===== src/rtl/rv32_fetch_pkg.sv =====
// Shared definitions for the rv32 instruction fetch stage.
//   - fetch_state_e        : fetch controller states
//   - RV32_FETCH_RESET_PC  : default fetch address after reset
//   - RV32_INSTR_WIDTH     : instruction / address word width
package rv32_fetch_pkg;

  localparam int          RV32_INSTR_WIDTH    = 32;
  localparam logic [31:0] RV32_FETCH_RESET_PC = 32'h0000_0000;

  typedef enum logic [1:0] {
    IDLE = 2'd0,
    REQ  = 2'd1,
    WAIT = 2'd2,
    HOLD = 2'd3
  } fetch_state_e;

endpackage


===== src/rtl/rv32_fetch.sv =====
// rv32 instruction fetch stage.
// Owns the fetch PC and keeps at most one word request outstanding to
// instruction memory. Each returned word is presented with its PC to decode
// through registered outputs. A one-entry skid buffer absorbs a response that
// arrives while decode is stalled. A branch redirect from execute overrides
// everything else.
//
// Ports:
//   clk, rst_n             clock, asynchronous active-low reset
//   stall_in               decode cannot accept; outputs hold
//   branch_in/branch_pc_in redirect request and target (low two bits ignored)
//   imem_req_valid_out     request valid (decoded from state only)
//   imem_req_ready_in      memory accepts the request
//   imem_addr_out          request address (fetch PC)
//   imem_resp_valid_in     response valid (no backpressure)
//   imem_resp_data_in      returned instruction word
//   valid_out/pc_out/instr_out  instruction presented to decode
module rv32_fetch
  import rv32_fetch_pkg::*;
#(
  parameter logic [31:0] RESET_PC = RV32_FETCH_RESET_PC
) (
  input  logic                        clk,
  input  logic                        rst_n,
  input  logic                        stall_in,
  input  logic                        branch_in,
  input  logic [RV32_INSTR_WIDTH-1:0] branch_pc_in,
  output logic                        imem_req_valid_out,
  input  logic                        imem_req_ready_in,
  output logic [RV32_INSTR_WIDTH-1:0] imem_addr_out,
  input  logic                        imem_resp_valid_in,
  input  logic [RV32_INSTR_WIDTH-1:0] imem_resp_data_in,
  output logic                        valid_out,
  output logic [RV32_INSTR_WIDTH-1:0] pc_out,
  output logic [RV32_INSTR_WIDTH-1:0] instr_out
);

  fetch_state_e                state_q, state_d;
  logic [RV32_INSTR_WIDTH-1:0] fetch_pc_q;
  logic [RV32_INSTR_WIDTH-1:0] req_pc_q;
  logic                        kill_q;
  logic [RV32_INSTR_WIDTH-1:0] buf_pc_q;
  logic [RV32_INSTR_WIDTH-1:0] buf_instr_q;

  logic req_fire;
  logic resp_fire;
  logic slot_free;
  logic load_resp;
  logic load_buf;
  logic capture;

  assign req_fire  = (state_q == REQ) && imem_req_ready_in;
  assign resp_fire = (state_q == WAIT) && imem_resp_valid_in;
  // The output slot can take a new word if it is empty or being consumed now.
  assign slot_free = !valid_out || !stall_in;
  assign load_resp = resp_fire && !kill_q && slot_free && !branch_in;
  assign load_buf  = (state_q == HOLD) && !stall_in && !branch_in;
  assign capture   = resp_fire && !kill_q && !slot_free && !branch_in;

  // State register
  always_ff @(posedge clk or negedge rst_n) begin
    if (!rst_n) state_q <= IDLE;
    else        state_q <= state_d;
  end

  // Next-state logic
  always_comb begin
    state_d = state_q;
    unique case (state_q)
      IDLE: state_d = REQ;
      REQ:  if (imem_req_ready_in) state_d = WAIT;
      WAIT: begin
        if (imem_resp_valid_in) begin
          if (kill_q || slot_free || branch_in) state_d = REQ;
          else                                  state_d = HOLD;
        end
      end
      HOLD: if (!stall_in || branch_in) state_d = REQ;
      default: state_d = IDLE;
    endcase
  end

  // Output decode: request side depends on registered state only
  always_comb begin
    imem_req_valid_out = (state_q == REQ);
    imem_addr_out      = fetch_pc_q;
  end

  // Fetch PC, kill flag and decode-facing output registers
  always_ff @(posedge clk or negedge rst_n) begin
    if (!rst_n) begin
      fetch_pc_q <= RESET_PC;
      kill_q     <= 1'b0;
      valid_out  <= 1'b0;
      pc_out     <= '0;
      instr_out  <= '0;
    end else begin
      if (branch_in)     fetch_pc_q <= {branch_pc_in[RV32_INSTR_WIDTH-1:2], 2'b00};
      else if (req_fire) fetch_pc_q <= fetch_pc_q + 32'd4;

      // A redirect while a request is (or is becoming) outstanding must drop
      // the stale response; if that response lands in the same cycle it is
      // already being dropped, so nothing is left to kill.
      if (branch_in) begin
        if (req_fire)              kill_q <= 1'b1;
        else if (state_q == WAIT)  kill_q <= !imem_resp_valid_in;
      end else if (resp_fire) begin
        kill_q <= 1'b0;
      end

      if (branch_in) begin
        valid_out <= 1'b0;
      end else if (load_resp) begin
        valid_out <= 1'b1;
        pc_out    <= req_pc_q;
        instr_out <= imem_resp_data_in;
      end else if (load_buf) begin
        valid_out <= 1'b1;
        pc_out    <= buf_pc_q;
        instr_out <= buf_instr_q;
      end else if (!stall_in) begin
        valid_out <= 1'b0;
      end
    end
  end

  // In-flight PC and skid buffer: pure data, meaningful only under control state
  always_ff @(posedge clk) begin
    if (req_fire) req_pc_q <= fetch_pc_q;
    if (capture) begin
      buf_pc_q    <= req_pc_q;
      buf_instr_q <= imem_resp_data_in;
    end
  end

endmodule


===== config.mk =====
export PLATFORM = sky130hd
export DESIGN_NAME = rv32_fetch
export DESIGN_NICKNAME = d
export VERILOG_FILES = /design/src/rtl/rv32_fetch_pkg.sv /design/src/rtl/rv32_fetch.sv
export SDC_FILE = /design/constraint.sdc
export NUM_CORES = 1
export LEC_CHECK = 0
export CAP_MARGIN = 20
export CORE_ASPECT_RATIO = 2
export CORE_UTILIZATION = 54
export CTS_CLUSTER_SIZE = 16
export DETAILED_ROUTE_END_ITERATION = 8
export PLACE_DENSITY = 0.82
export RECOVER_POWER = 50
export SLEW_MARGIN = 20
export SYNTH_ARGS = -nofsm -noshare
export SYNTH_HDL_FRONTEND = slang
export SYNTH_SLANG_ARGS = --single-unit

===== constraint.sdc =====
create_clock -name clk -period 24.7 [get_ports clk]
set_clock_uncertainty 0.15 [all_clocks]
set_input_delay 2.47 -clock clk [delete_from_list [all_inputs] [get_ports clk]]
set_output_delay 2.47 -clock clk [all_outputs]
set_load 0.01 [all_outputs]

==> Word-level counts from Yosys, hierarchy flattened <==
Index checks and enable logic that the tools add are counted.
{ "classes": {"reduce_logical": 26, "order_cmp": 0, "bitwise_logic": 1, "add_sub_neg": 1, "n_mul": 0, "div": 0, "shifts": 0, "n_mux": 19, "n_eq_ne": 8} }
{ "ops": {"columns": ["cell", "count"], "rows": [
  ["32-bit 2-to-1 mux", 6],
  ["32-bit by 3-bit adder with 32-bit output (second input constant)", 1],
  ["1-bit logical AND", 9],
  ["1-bit 2-to-1 mux", 8],
  ["2-bit 2-to-1 mux", 4],
  ["2-bit one-hot mux with 4 select lines", 1],
  ["1-bit zero test", 6],
  ["2-bit nonzero test", 3],
  ["2-bit == test (second input constant)", 2],
  ["1-bit logical OR", 4],
  ["2-bit by 1-bit inequality test with 1-bit output (second input constant)", 2],
  ["4-bit by 1-bit inequality test with 1-bit output (second input constant)", 1],
  ["2-bit AND reduction", 2],
  ["3-bit by 1-bit inequality test with 1-bit output (second input constant)", 1],
  ["3-bit AND reduction", 1],
  ["2-bit by 1-bit == test with 1-bit output (second input constant)", 1],
  ["2-bit zero test", 1],
  ["2-bit inequality test (second input constant)", 1],
  ["1-bit NOT", 1]
]} }
{ "totals": {"latch_bits": 0, "inputBits": 70, "output_inout_bits": 98, "mem_count": 0, "elab_cells": 64, "regBits": 196, "romBits": 0, "ram_bits": 0} }

==> Logic depth before layout (Yosys ltp) <==
{ "logic_depth": {"depth_word": 7, "mapped_depth": 8, "mapped_depth_nobuf": 6} }

==> Worst setup path before layout <==
No wires, ideal clock.
{ "synth_timing": {"path_kind": "in2reg", "from": "input port branch_in", "to": "register buf_instr_q[0], enable pin", "required_time_ps": 23893, "slack_ps": 14584, "path_stages": 4, "path_buffers": 1, "arrival_time_ps": 9309, "setup_time_ps": 657, "cell_sequence": "clkbuf_1 nor2b_1 nand2_1 nor4b_1"} }
{ "synth_via": {"elab_chain_cells": 2} }
{ "synth_lines": {"columns": ["item", "line_no", "rtl"], "rows": [
  ["start: declaration", "rv32_fetch.sv:26", "input logic branch_in,"],
  ["1-bit zero test", "rv32_fetch.sv:58", "assign capture = resp_fire && !kill_q && !slot_free && !branch_in;"],
  ["1-bit logical AND", "rv32_fetch.sv:58", null],
  ["via capture", "rv32_fetch.sv:50", "logic capture;"],
  ["end signal: assignment", "rv32_fetch.sv:132", "buf_instr_q <= imem_resp_data_in;"],
  ["end: declaration", "rv32_fetch.sv:43", "logic [RV32_INSTR_WIDTH-1:0] buf_instr_q;"]
]} }
The timed path passes the listed nets, and every way through them passes these cells.
A chain may end at the register's enable or synchronous reset.

==> flow_summary.ini <==
[logic_synthesis]
ys_warn_count = 0
synthCells = 594
synth_edf_count = 92
ys_ff_latch = 188
synthArstFlopShare_pct = 51.06
synth_cell_types = 41
yosysSeqAreaShare_pct = 67.95
syn_area_um2 = 7601
synth_ff_type = dfrtp_1
syn_avg_cell_area_um2 = 12.80

[routing]
drt-vias-per-instance = 5.452
finalWirelength_um = 16270
drtIter0Drc = 297
vias = 5185
wl_per_cell_um = 17.10
drc = 0
antenna_left = 0
dr.pass1.iters = 5

[floorplanning]
ios = 168
dieArea_um2 = 14580
die_y_um = 169.8
die_w_um = 85.89
rows = 61
start_util_pct = 55.02
core_region_area_um2 = 13810

[layout]
layout-drive-gt1-share_pct = 5.913
area_growth_pct = 30.90
final_cells = 951
final_area_um2 = 9950
nNetsFinal = 822

[cts]
postCtsSetupBuffers = 0
clock-sinks = 188
max-clock-path-buffers = 2
cts_made_buffers = 17
cts_tree = done
root_buffer = clkbuf_16
cts_resized = 0
htreeDepth = 4
hold_buffers = 0
clkTransAtPathRegs_ns = 0.06
clk_latency_ns = 0.42

[setup_path]
start_kind = input pin
arrival_ns = 6.39
cp_top_family = buffers and inverters
cp_common_cell = clkbuf_1
crit_chain = clkbuf_1 > clkbuf_1
worstPathBufferInverterCount = 2
crit_type = in2async
end_kind = async pin
crit_required_ns = 24.42
max_stage_delay_ns = 2.21
slowest_stage = clkbuf_1
critPathMaxFanout = 54

[sta]
finalHoldViolations = 0
slew_headroom_pct = -97.28
rsz0062_at_grt = no
setup_slack_ns = 18.03
slew_viol_final = 99
fmax_mhz = 149.8
worst_pin_slew_ns = 2.959
post-route-min-period_ns = 6.675
setup_viol = 0
final.period_utilization_pct = 27.02
fin_tns_setup_ns = 0

[pwr]
clkPwrFrac_pct = 27.1
p_switching_mw = 0.2729
intPower_mw = 0.6740
p_seq_share_pct = 47.0
total_leakage_power_nw = 3.569
power_mw = 0.9470
p_comb_share_pct = 26.0
irDropWorstVdd_uv = 58.39
p_sw_share_pct = 28.82
p_per_area_nw_per_um2 = 95.18

[placed_design]
gp_congestion = 0.8529
dp_cells = 917
placed_area_um2 = 9364
post-place-ws_ns = 19.69
dp_hpwl_um = 10970
portBuffers = 161

[run]
maxCapViolations = 2

[grt]
grt_pass1_vias = 5274
antenna_found_initial = 1
grt_pass1_wl_um = 26140
grt_max_degree = 126
grtUsageTotal_pct = 23.50
overflow = 0

[outcome]
violations = capacitance limit, slew limit
outcome = finished, violations left

[min_path]
hp-class = reg2reg
-- power by group through the flow --
stage | logic (mW) | clock network [mW] | registers, mW
after global routing | 0.267 | 0.275 | 0.453
after floorplan | 0.0756 | 0 | 0.470
after CTS | 0.259 | 0.262 | 0.446
after global placement | 0.249 | 0 | 0.446
after detailed placement | 0.259 | 0 | 0.452
final | 0.246 | 0.256 | 0.445
-- logic make-up after synthesis --
group                      share of synthesized area [%]
DFF                                                67.95
and+or+nand+nor                                    10.39
AOI/OAI and AO/OA                                  8.708
muxes                                              8.296
buffers and inverters                              2.683
xor gates and xnor gates                           1.267
adders and majority gates                         0.6585
other                                            0.04934
-- cell type report --
cell class / instances / area (um2)
clock inverters: 12 / 100.1
diodes: 1 / 2.502
well taps: 189 / 236.5
fillers: 983 / 3865
repair buffers: 168 / 1670
inverters: 11 / 41.29
clock buffers: 20 / 466.7
flip-flops and latches: 188 / 5165
multi-input cells: 362 / 2267
-- cells in the mapped netlist, types with 2 or more instances --
library cell  count  area share (%)
a31oi_1          15             1.2
and2_1            2            0.16
and3_1            2            0.16
and4_1            3            0.35
buf_1             4            0.20
buf_2             4            0.26
buf_4             4            0.40
clkbuf_1         23             1.1
dfrtp_1          96              32
edfxtp_1         92              36
ha_1              4            0.66
inv_1            11            0.54
mux2i_1          63             8.3
nand2_1          92             4.5
nand3_1          10            0.66
nand4_1          10            0.82
nor2_1           16            0.79
nor2b_1           2            0.16
nor3b_1           2            0.20
o211ai_1          3            0.30
o21ai_0          78             5.1
o31ai_1          12             1.2
or3_1             2            0.16
or4_1            18             1.8
xnor2_1           5            0.58
xor2_1            6            0.69
-- metrics by stage --
stage	utilization (%)	hold slack, ns
floorplan	-	0.2762
global placement	67.78	0.2790
detailed placement	67.78	0.2812
CTS	71.89	0.2981
global route	72.02	0.3109
finish	72.02	0.2972
-- state kept, by name (all words and copies together), names as in the netlist --
register and flops:
buf_instr_q 32, instr_out 32, buf_pc_q 30, imem_addr_out 30, pc_out 30, req_pc_q 30, state_q 2, kill_q 1
valid_out 1
-- cell usage in the layout (no fill, tap or decap), drive strengths merged, types with 3 or more instances in the layout --
cell           netlist  final
o211ai               3      3
clkbuf              23     23
edfxtp              92     92
ha                   4      4
mux2i               63     63
buf                 13      5
clkdlybuf4s50        0     98
nand2               92     92
and3                 3      3
conb                 1      4
and4                 3      3
o21ai               78     78
inv                 11     20
o31ai               12     12
a31oi               15     15
or4                 18     18
clkinv               0      3
dfrtp               96     96
xor2                 6      6
xnor2                5      5
nand4               10     10
dlygate4sd3          0     62
nor2                16     16
or3                  3      3
nand3               11     11
-- path summary, 6_finish.rpt --
| path | cells after the start | startpoint | to | slack (ns) |
|---|---|---|---|---|
| max | 2 | rst_n | instr_out[14] | 18.03 |
| min in group asynchronous | 1 | rst_n | instr_out[0] | 2.63 |
| max reg2reg | 6 | state_q[1] | imem_addr_out[22] | 22.00 |
| min reg2reg | 0 | req_pc_q[28] | buf_pc_q[28] | 0.30 |
| min | 0 | req_pc_q[28] | buf_pc_q[28] | 0.30 |
| max in group clk | 6 | branch_in | buf_instr_q[0] | 19.57 |
-- layer usage --
| metal | part of all wire, % | track usage (%) | wire length [um] | vias up |
|---|---|---|---|---|
| met5 | 0 | 0 | 0 | - |
| met2 | 56 | 42.65 | 9091 | 169 |
| li1 | - | - | - | 2472 |
| met3 | 3.5 | 4.329 | 573 | 26 |
| met1 | 38 | 25.60 | 6148 | 2518 |
| met4 | 2.8 | 12.03 | 451 | 0 |
Power figures use the tool's default switching activity.
